`src/rtl/execute_mul_sequencer_if.sv`:
```
// Execute-stage multiply sequencer bus: operands and control in, pipeline
// stall/flush controls and the selected product half out.
interface execute_mul_sequencer_if #(
  parameter int WIDTH = 32
);
  logic             flush;
  logic             MulStartE;
  logic             MulOpE;
  logic [WIDTH-1:0] SrcAE;
  logic [WIDTH-1:0] SrcBE;
  logic             StallF;
  logic             StallD;
  logic             StallE;
  logic             FlushM;
  logic             BusyE;
  logic             MulDoneE;
  logic [WIDTH-1:0] MulResultE;

  modport master (
    output flush, MulStartE, MulOpE, SrcAE, SrcBE,
    input  StallF, StallD, StallE, FlushM, BusyE, MulDoneE, MulResultE
  );

  modport slave (
    input  flush, MulStartE, MulOpE, SrcAE, SrcBE,
    output StallF, StallD, StallE, FlushM, BusyE, MulDoneE, MulResultE
  );
endinterface

```
`src/rtl/execute_mul_sequencer.sv`:
```
// Multi-cycle shift-add unsigned multiplier controller for the Execute stage.
// Holds F/D/E and bubbles M for WIDTH+1 cycles, then presents the result for one cycle.
module execute_mul_sequencer #(
  parameter int WIDTH = 32
) (
  input  logic                   clk,
  input  logic                   rst,
  execute_mul_sequencer_if.slave mif
);
  localparam int CW = $clog2(WIDTH) + 1;
  localparam logic [CW-1:0] LAST = CW'(WIDTH - 1);

  typedef enum logic [1:0] {IDLE, RUN, DONE} state_t;

  state_t             state, state_nxt;
  logic [2*WIDTH-1:0] acc, mcand, acc_add;
  logic [WIDTH-1:0]   mplier, result;
  logic [CW-1:0]      cnt;
  logic               op;
  logic               start, stall;

  assign start   = mif.MulStartE & ~mif.flush;
  assign acc_add = acc + (mplier[0] ? mcand : '0);

  always_ff @(posedge clk) begin
    if (rst) state <= IDLE;
    else     state <= state_nxt;
  end

  // A flush during RUN drops the stalls in the same cycle so the redirected
  // fetch is not held back by a multiply that is being killed.
  always_comb begin
    state_nxt = state;
    stall     = 1'b0;
    case (state)
      IDLE: if (start) begin
        state_nxt = RUN;
        stall     = 1'b1;
      end
      RUN: begin
        if (mif.flush) state_nxt = IDLE;
        else begin
          stall = 1'b1;
          if (cnt == LAST) state_nxt = DONE;
        end
      end
      DONE:    state_nxt = IDLE;
      default: state_nxt = IDLE;
    endcase
  end

  always_ff @(posedge clk) begin
    if (rst) begin
      acc    <= '0;
      mcand  <= '0;
      mplier <= '0;
      cnt    <= '0;
      op     <= 1'b0;
      result <= '0;
    end else begin
      case (state)
        IDLE: if (start) begin
          mcand  <= {{WIDTH{1'b0}}, mif.SrcAE};
          mplier <= mif.SrcBE;
          op     <= mif.MulOpE;
          acc    <= '0;
          cnt    <= '0;
        end
        RUN: if (!mif.flush) begin
          acc    <= acc_add;
          mcand  <= mcand << 1;
          mplier <= mplier >> 1;
          cnt    <= cnt + 1'b1;
          // Capture the final sum on the last step so DONE presents a registered result.
          if (cnt == LAST) result <= op ? acc_add[2*WIDTH-1:WIDTH] : acc_add[WIDTH-1:0];
        end
        default: ;
      endcase
    end
  end

  assign mif.StallF     = stall;
  assign mif.StallD     = stall;
  assign mif.StallE     = stall;
  assign mif.FlushM     = stall;
  assign mif.BusyE      = (state == RUN);
  assign mif.MulDoneE   = (state == DONE);
  assign mif.MulResultE = result;
endmodule

```
`src/flat_wrapper.sv`:
```
// flat-port wrapper written by rule: the top's interface ports become plain ports
module execute_mul_sequencer_flat 
#(
  parameter int WIDTH = 32
)
  (clk, rst, mif_flush, mif_MulStartE, mif_MulOpE, mif_SrcAE, mif_SrcBE, mif_StallF, mif_StallD, mif_StallE, mif_FlushM, mif_BusyE, mif_MulDoneE, mif_MulResultE);
  execute_mul_sequencer_if #(.WIDTH(WIDTH)) mif_i ();
  input  logic clk;
  input  logic rst;
  input wire logic [$bits(mif_i.flush)-1:0] mif_flush;
  input wire logic [$bits(mif_i.MulStartE)-1:0] mif_MulStartE;
  input wire logic [$bits(mif_i.MulOpE)-1:0] mif_MulOpE;
  input wire logic [$bits(mif_i.SrcAE)-1:0] mif_SrcAE;
  input wire logic [$bits(mif_i.SrcBE)-1:0] mif_SrcBE;
  output wire logic [$bits(mif_i.StallF)-1:0] mif_StallF;
  output wire logic [$bits(mif_i.StallD)-1:0] mif_StallD;
  output wire logic [$bits(mif_i.StallE)-1:0] mif_StallE;
  output wire logic [$bits(mif_i.FlushM)-1:0] mif_FlushM;
  output wire logic [$bits(mif_i.BusyE)-1:0] mif_BusyE;
  output wire logic [$bits(mif_i.MulDoneE)-1:0] mif_MulDoneE;
  output wire logic [$bits(mif_i.MulResultE)-1:0] mif_MulResultE;
  assign mif_i.flush = mif_flush;
  assign mif_i.MulStartE = mif_MulStartE;
  assign mif_i.MulOpE = mif_MulOpE;
  assign mif_i.SrcAE = mif_SrcAE;
  assign mif_i.SrcBE = mif_SrcBE;
  assign mif_StallF = mif_i.StallF;
  assign mif_StallD = mif_i.StallD;
  assign mif_StallE = mif_i.StallE;
  assign mif_FlushM = mif_i.FlushM;
  assign mif_BusyE = mif_i.BusyE;
  assign mif_MulDoneE = mif_i.MulDoneE;
  assign mif_MulResultE = mif_i.MulResultE;
  execute_mul_sequencer #(.WIDTH(WIDTH)) u_core (.clk(clk), .rst(rst), .mif(mif_i));
endmodule
```
`config.mk`:
```
export PLATFORM = sky130hd
export DESIGN_NAME = execute_mul_sequencer_flat
export DESIGN_NICKNAME = d
export VERILOG_FILES = /design/src/rtl/execute_mul_sequencer_if.sv /design/src/rtl/execute_mul_sequencer.sv /design/src/flat_wrapper.sv
export SDC_FILE = /design/constraint.sdc
export NUM_CORES = 1
export LEC_CHECK = 0
export BUFFER_PORTS_ARGS = -buffer_cell sky130_fd_sc_hd__buf_2
export CORE_ASPECT_RATIO = 0.8
export CORE_MARGIN = 3
export CORE_UTILIZATION = 47
export CTS_BUF_LIST = sky130_fd_sc_hd__clkbuf_16
export CTS_CLUSTER_DIAMETER = 80
export DETAILED_ROUTE_END_ITERATION = 7
export GPL_ROUTABILITY_DRIVEN = 0
export PLACE_DENSITY = 0.65
export SLEW_MARGIN = 20
export SYNTH_ARGS = -nofsm -noshare
export SYNTH_HDL_FRONTEND = slang
export SYNTH_SLANG_ARGS = --single-unit
```
`constraint.sdc`:
```
create_clock -name clk -period 4.6 [get_ports clk]
set_input_delay 0.23 -clock clk [delete_from_list [all_inputs] [get_ports clk]]
set_output_delay 0.23 -clock clk [all_outputs]
set_load 0.01 [all_outputs]
```
; Word-level counts from Yosys, hierarchy flattened
; Cells that the tools add are included.
[totals]
in_bits = 69
ramBits = 0
mem_count = 0
romBits = 0
word_cells = 44
ff_bits = 201
out_inout_bits = 38
latchBits = 0
[op_classes]
n_addsub = 2
div_mod_pow = 0
n_mux = 21
n_mul = 0
n_reduce_logical = 6
eq_ne = 6
order_cmp = 0
n_bitwise = 2
shifts = 0
[ops]
columns = cell, n
row1 = $mux 64, 5
row2 = $pmux 64 s2, 2
row3 = $mux 32, 3
row4 = $add 64x64->64, 1
row5 = $pmux 32 s2, 1
row6 = $mux 6, 2
row7 = $pmux 6 s2, 1
row8 = $add 6x1->6 const B, 1
row9 = $eq 6x5->1 const B, 1
row10 = $mux 2, 3
row11 = $reduce_and 3->1, 2
row12 = $pmux 2 s2, 1
row13 = $reduce_and 2->1, 2
row14 = $ne 3x2->1 const B, 1
row15 = $eq 2x1->1 const B, 1
row16 = $eq 2x2->1 const B, 1
row17 = $logic_not 2->1, 1
row18 = $mux 1, 2
row19 = $ne 2x1->1 const B, 1
row20 = $ne 2x2->1 const B, 1
row21 = $pmux 1 s2, 1
row22 = $reduce_bool 2->1, 1
row23 = $and 1x1->1, 1
row24 = $not 1->1, 1

; Longest topological paths before layout
[depth]
depth_word = 4
depth_mapped = 16
mapped_depth_nobuf = 15

; Worst setup path after synthesis
; OpenSTA, ideal clock, no wires.
[synth_path]
path_kind = register -> register
startpoint = reg u_core.mplier[0]
endpoint = reg u_core.acc[62]
n_path_buf = 2
path_stages_with_launch = 16
arrival_ns = 3.324
t_required_ns = 4.483
path_slack_ns = 1.160
period_less_slack_ns = 3.440
setup_ns = 0.117
cell_sequence = dfxtp_1 > clkbuf_1 > clkbuf_1 > nand2_1 > fa_1 > nor2b_1 > o31a_1 > o311ai_1 > o31ai_1 > a31oi_1 > o31ai_2 > nand4_1 > nor4_1 > a211oi_1 > xnor2_1 > a22o_1
[synth_between]
elab_chain_cells = 4
[synth_rtl]
columns = item, line
row1 = "start, declared", execute_mul_sequencer.sv:17  ; logic [WIDTH-1:0] mplier, result;
row2 = "start signal, assigned", execute_mul_sequencer.sv:64  ; mplier <= mif.SrcBE;
row3 = "start signal, assigned", execute_mul_sequencer.sv:72  ; mplier <= mplier >> 1;
row4 = $mux 64, execute_mul_sequencer.sv:23  ; assign acc_add = acc + (mplier[0] ? mcand : '0);
row5 = $add 64x64->64, execute_mul_sequencer.sv:23
row6 = $mux 64, execute_mul_sequencer.sv:69  ; RUN: if (!mif.flush) begin
row7 = $pmux 64 s2, execute_mul_sequencer.sv:61  ; case (state)
row8 = "end signal, assigned", execute_mul_sequencer.sv:54  ; acc <= '0;
row9 = "end signal, assigned", execute_mul_sequencer.sv:66  ; acc <= '0;
row10 = "end signal, assigned", execute_mul_sequencer.sv:70  ; acc <= acc_add;
row11 = "end, declared", execute_mul_sequencer.sv:16  ; logic [2*WIDTH-1:0] acc, mcand, acc_add;
; Every way passes these cells. The select of a mux whose other input is x is not followed.
; A chain may end at the register's enable or synchronous reset.

; Final worst setup path
[layout_path]
startpoint = reg u_core.mplier[0]
endpoint = reg u_core.result[27] (netlist: u_core.mif.MulResultE[27])
[layout_between]
elab_chain_cells = 3
[layout_rtl]
columns = item, line
row1 = $mux 64, execute_mul_sequencer.sv:23
row2 = $add 64x64->64, execute_mul_sequencer.sv:23
row3 = $mux 32, execute_mul_sequencer.sv:75  ; if (cnt == LAST) result <= op ? acc_add[2*WIDTH-1:WIDTH] : acc_add[WIDTH-1:0];
row4 = "end signal, assigned", execute_mul_sequencer.sv:75
row5 = "end, declared", execute_mul_sequencer.sv:17
; Every way passes these cells.

==> results.sh <==
export IMPL_ctsRootBufferMaster="clkbuf_16"
export IMPL_cts_buffer_depth=3
export IMPL_clock_fmax_ghz=0.243
export IMPL_tightest_slew_ns=1.08
export IMPL_rr_worst_depth=14
export IMPL_min_path_type="input pin to flop"
export IMPL_max_cap_violations=0
export IMPL_rsz0062_at_grt="false"
export IMPL_min_path_cells=3
export IMPL_drt_drc_violations_left=0
export IMPL_dieHeight_um=147
export IMPL_vias=11200
export IMPL_crit_fanout=59
export IMPL_path_common_cell="o21ai_1"
export IMPL_hold_end="u_core.mcand[15]"
export IMPL_critPathLaunchType="flop"
export IMPL_clock_latency_ns=0.50
export IMPL_fin_area_um2=13400
export IMPL_crit_type="flop to flop"
export IMPL_rr_startpoint="u_core.mplier[0]"
export IMPL_synth_edf_count=0
export IMPL_synth_net_count=1610
export IMPL_layout_common_cells="dfxtp_1 (201), nor2_1 (182), nand2_1 (173)"
export IMPL_ant_nets=0
export IMPL_drtIter0Drc=865
export IMPL_slowest_stage="o311ai_2"
export IMPL_wire_per_inst_um=18.7
export IMPL_critical_path_buf_inv_count=1
export IMPL_p_sw_share_pct=24.9
export IMPL_fin_crit_ns=4.12
export IMPL_detailed_place_hpwl_um=24200
export IMPL_p_total_mw=3.77
export IMPL_diodes=0
export IMPL_grt_first_pass_wirelength_um=55400
export IMPL_peakVddDrop_v=0.000211
export IMPL_fin_tns_setup_ns=0
export IMPL_htree_levels=1
export IMPL_slew_headroom_pct=27.9
export IMPL_overflow=0
export IMPL_synth_seq_cells=201
export IMPL_rows=51
export IMPL_r2r_end="u_core.mif.MulResultE[27]"
export IMPL_syn_area_um2=11700
export IMPL_hp_start="mif_SrcAE[15]"
export IMPL_synthFlopType="dfxtp_1"
export IMPL_syn_mean_instance_area_um2=7.93
export IMPL_combinationalPowerShare_pct=7.9
export IMPL_path_cells="buf_4, and2_1, ha_1, and4_1, nand3_1, a21oi_2, o21ai_0, a211oi_1, o21ai_1, o311ai_2, a21boi_1, o21ai_1, mux2_2, a21oi_1"
export IMPL_arrival_ns=4.55
export IMPL_dieArea_um2=26900
export IMPL_setup_viol=0
export IMPL_post_cts_setup_buffers=0
export IMPL_nFillCells=2331
export IMPL_coreArea_um2=24400
export IMPL_io_buffers=106
export IMPL_worstPathRequired_ns=5.03
export IMPL_finClkSkew_ns=0.0116
export IMPL_synthCells=1476
export IMPL_report_final_slew_viol_count=0
export IMPL_fin_nets=1676
export IMPL_grt_pass1_vias=10600
export IMPL_yosysUniqueCellTypes=71
export IMPL_final_common_cell="dfxtp_1"
export IMPL_numCtsBuffers=21
export IMPL_placed_area_um2=12300
export IMPL_synth_async_reset_ratio_pct=0
export IMPL_power_switching_uw=940
export IMPL_syn_to_final_growth_pct=14.2
export IMPL_grtUsageTotal_pct=24.9
export IMPL_crit_path_end_kind="flop"
export IMPL_finalWirelength_um=35000
export IMPL_seq_area_frac_synth_pct=34.4
export IMPL_p_per_area_nw_per_um2=282
export IMPL_cts_tree="done"
export IMPL_drive_above_1_share_pct=11.2
export IMPL_start_util_pct=47.9
export IMPL_clkPwrFrac_pct=43.9
export IMPL_io_pins=107
export IMPL_p_seq_share_pct=48.2
export IMPL_critPathMaxStageDelay_ns=0.55
export IMPL_die_w_um=182
export IMPL_fin_crit_sh_pct=89.6
export IMPL_cts_resized_gates=0
export IMPL_worstSetupPathDepth=14
export IMPL_leakage_nw=5.68
export IMPL_vias_per_cell=6.00
export IMPL_clock_sinks=201
export IMPL_regToRegSetupSlack_ns=0.48
export IMPL_grt_max_degree=91
export IMPL_critPathTopFamily="compound AO/OA/AOI/OAI gates"
export IMPL_cts_hold_buf=41
export IMPL_internal_power_mw=2.83
export IMPL_antenna_found_initial=0
export IMPL_finalHoldViolations=0
export IMPL_status="complete, no violations"
export IMPL_clk_pin_slew_ns=0.06
export IMPL_yosysWarningCount=0
export IMPL_drtPass1Iterations=5
## power by group through the flow
stage                     clock network (mW)  registers [mW]  logic [mW]
after floorplan                            0            1.84       0.182
after global placement                     0            1.86       0.261
after detailed placement                   0            1.86       0.266
after CTS                               1.69            1.82       0.294
after global routing                    1.74            1.82       0.329
final                                   1.66            1.82       0.296
## per-stage QoR
step	hold WS (ns)	util [%]	std cells	setup slack, ns
4_1_cts	0.000190	54.7	1874	0.492
6_report	0.0136	54.7	1874	0.477
5_1_grt	0.0131	54.7	1874	0.0471
3_5_place_dp	0.446	50.4	1796	0.520
3_3_place_gp	0.440	50.4	1796	0.619
2_1_floorplan	0.377	-	1476	1.16
## area by class of cell
cell class              count  area (um^2)  share of cell area [%]
repair buffers            161         1050                    7.86
clock inverters            16          126                   0.945
well taps                 318          398                    2.97
inverters                  28          105                   0.786
flip-flops and latches    201         4020                    30.1
clock buffers              21          526                    3.93
multi-input cells        1129         7150                    53.4
## worst register-to-register path, stage by stage (launching register included)
cell and delay (ns):
dfxtp_1 0.39, buf_4 0.49, and2_1 0.23, ha_1 0.22, and4_1 0.24, nand3_1 0.09
a21oi_2 0.18, o21ai_0 0.14, a211oi_1 0.34, o21ai_1 0.23, o311ai_2 0.55, a21boi_1 0.19
o21ai_1 0.26, mux2_2 0.36, a21oi_1 0.11
## synthesized netlist by cell type, types with 3 or more instances
library cell	count	share of area [%]
mux2i_1	7	0.60
nor3_1	30	1.3
and3_1	6	0.32
dfxtp_1	201	34
nor2b_1	5	0.27
o21ai_1	4	0.17
buf_2	6	0.26
a22o_1	32	2.4
nand2_1	173	5.5
o21bai_1	16	1.0
a311oi_1	43	3.2
a22oi_1	86	5.5
xnor2_1	37	2.8
a21oi_1	117	5.0
or3_1	7	0.37
clkbuf_1	104	3.3
a31oi_1	12	0.64
a21boi_0	4	0.26
o21ai_0	36	1.5
o221ai_1	5	0.37
xor2_1	25	1.9
nand3_1	10	0.43
a21o_1	40	2.6
buf_4	4	0.26
and2_1	63	3.4
nand2b_1	9	0.48
o31a_1	3	0.22
nand4_1	27	1.4
a41oi_1	3	0.22
nor4_1	9	0.48
o31ai_1	4	0.26
buf_1	4	0.13
a211oi_1	16	1.0
nor2_1	187	6.0
o21a_1	8	0.51
ha_1	64	6.8
inv_1	27	0.87
## worst max-delay path by stage
stage | from | endpoint
2_1_floorplan | u_core.mplier[0] | u_core.acc[62]
4_1_cts | u_core.mplier[0] | u_core.mif.MulResultE[27]
3_5_place_dp | u_core.mplier[0] | u_core.mif.MulResultE[27]
5_1_grt | u_core.mplier[0] | u_core.mif.MulResultE[31]
6_report | u_core.mplier[0] | u_core.mif.MulResultE[27]
3_3_place_gp | u_core.mplier[0] | u_core.mif.MulResultE[27]
## registers in the layout, indices dropped and copies added, names as in the netlist
register / count
u_core.cnt: 6
u_core.mplier: 32
u_core.op: 1
u_core.acc: 64
u_core.mif.MulResultE: 32
u_core.state: 2
u_core.mcand: 64
## cell families after synthesis
family,share of synthesized area [%]
AO/OA/AOI/OAI,27.9
adder cells (fa/ha/maj),7.01
flip-flops,34.4
multiplexers,0.694
XOR/XNOR,4.64
AND/OR/NAND/NOR,20.5
buffers and inverters,4.87
## routing by layer
layer | vias up | global-route usage, % | part of all wire (%)
met1 | 5376 | 37.3 | 48
met4 | 0 | 5.22 | 1.9
met2 | 372 | 38.8 | 43
met5 | - | 0 | 0
met3 | 40 | 2.85 | 6.8
li1 | 5447 | - | -
No activity file was read; power rests on OpenSTA's default activity.
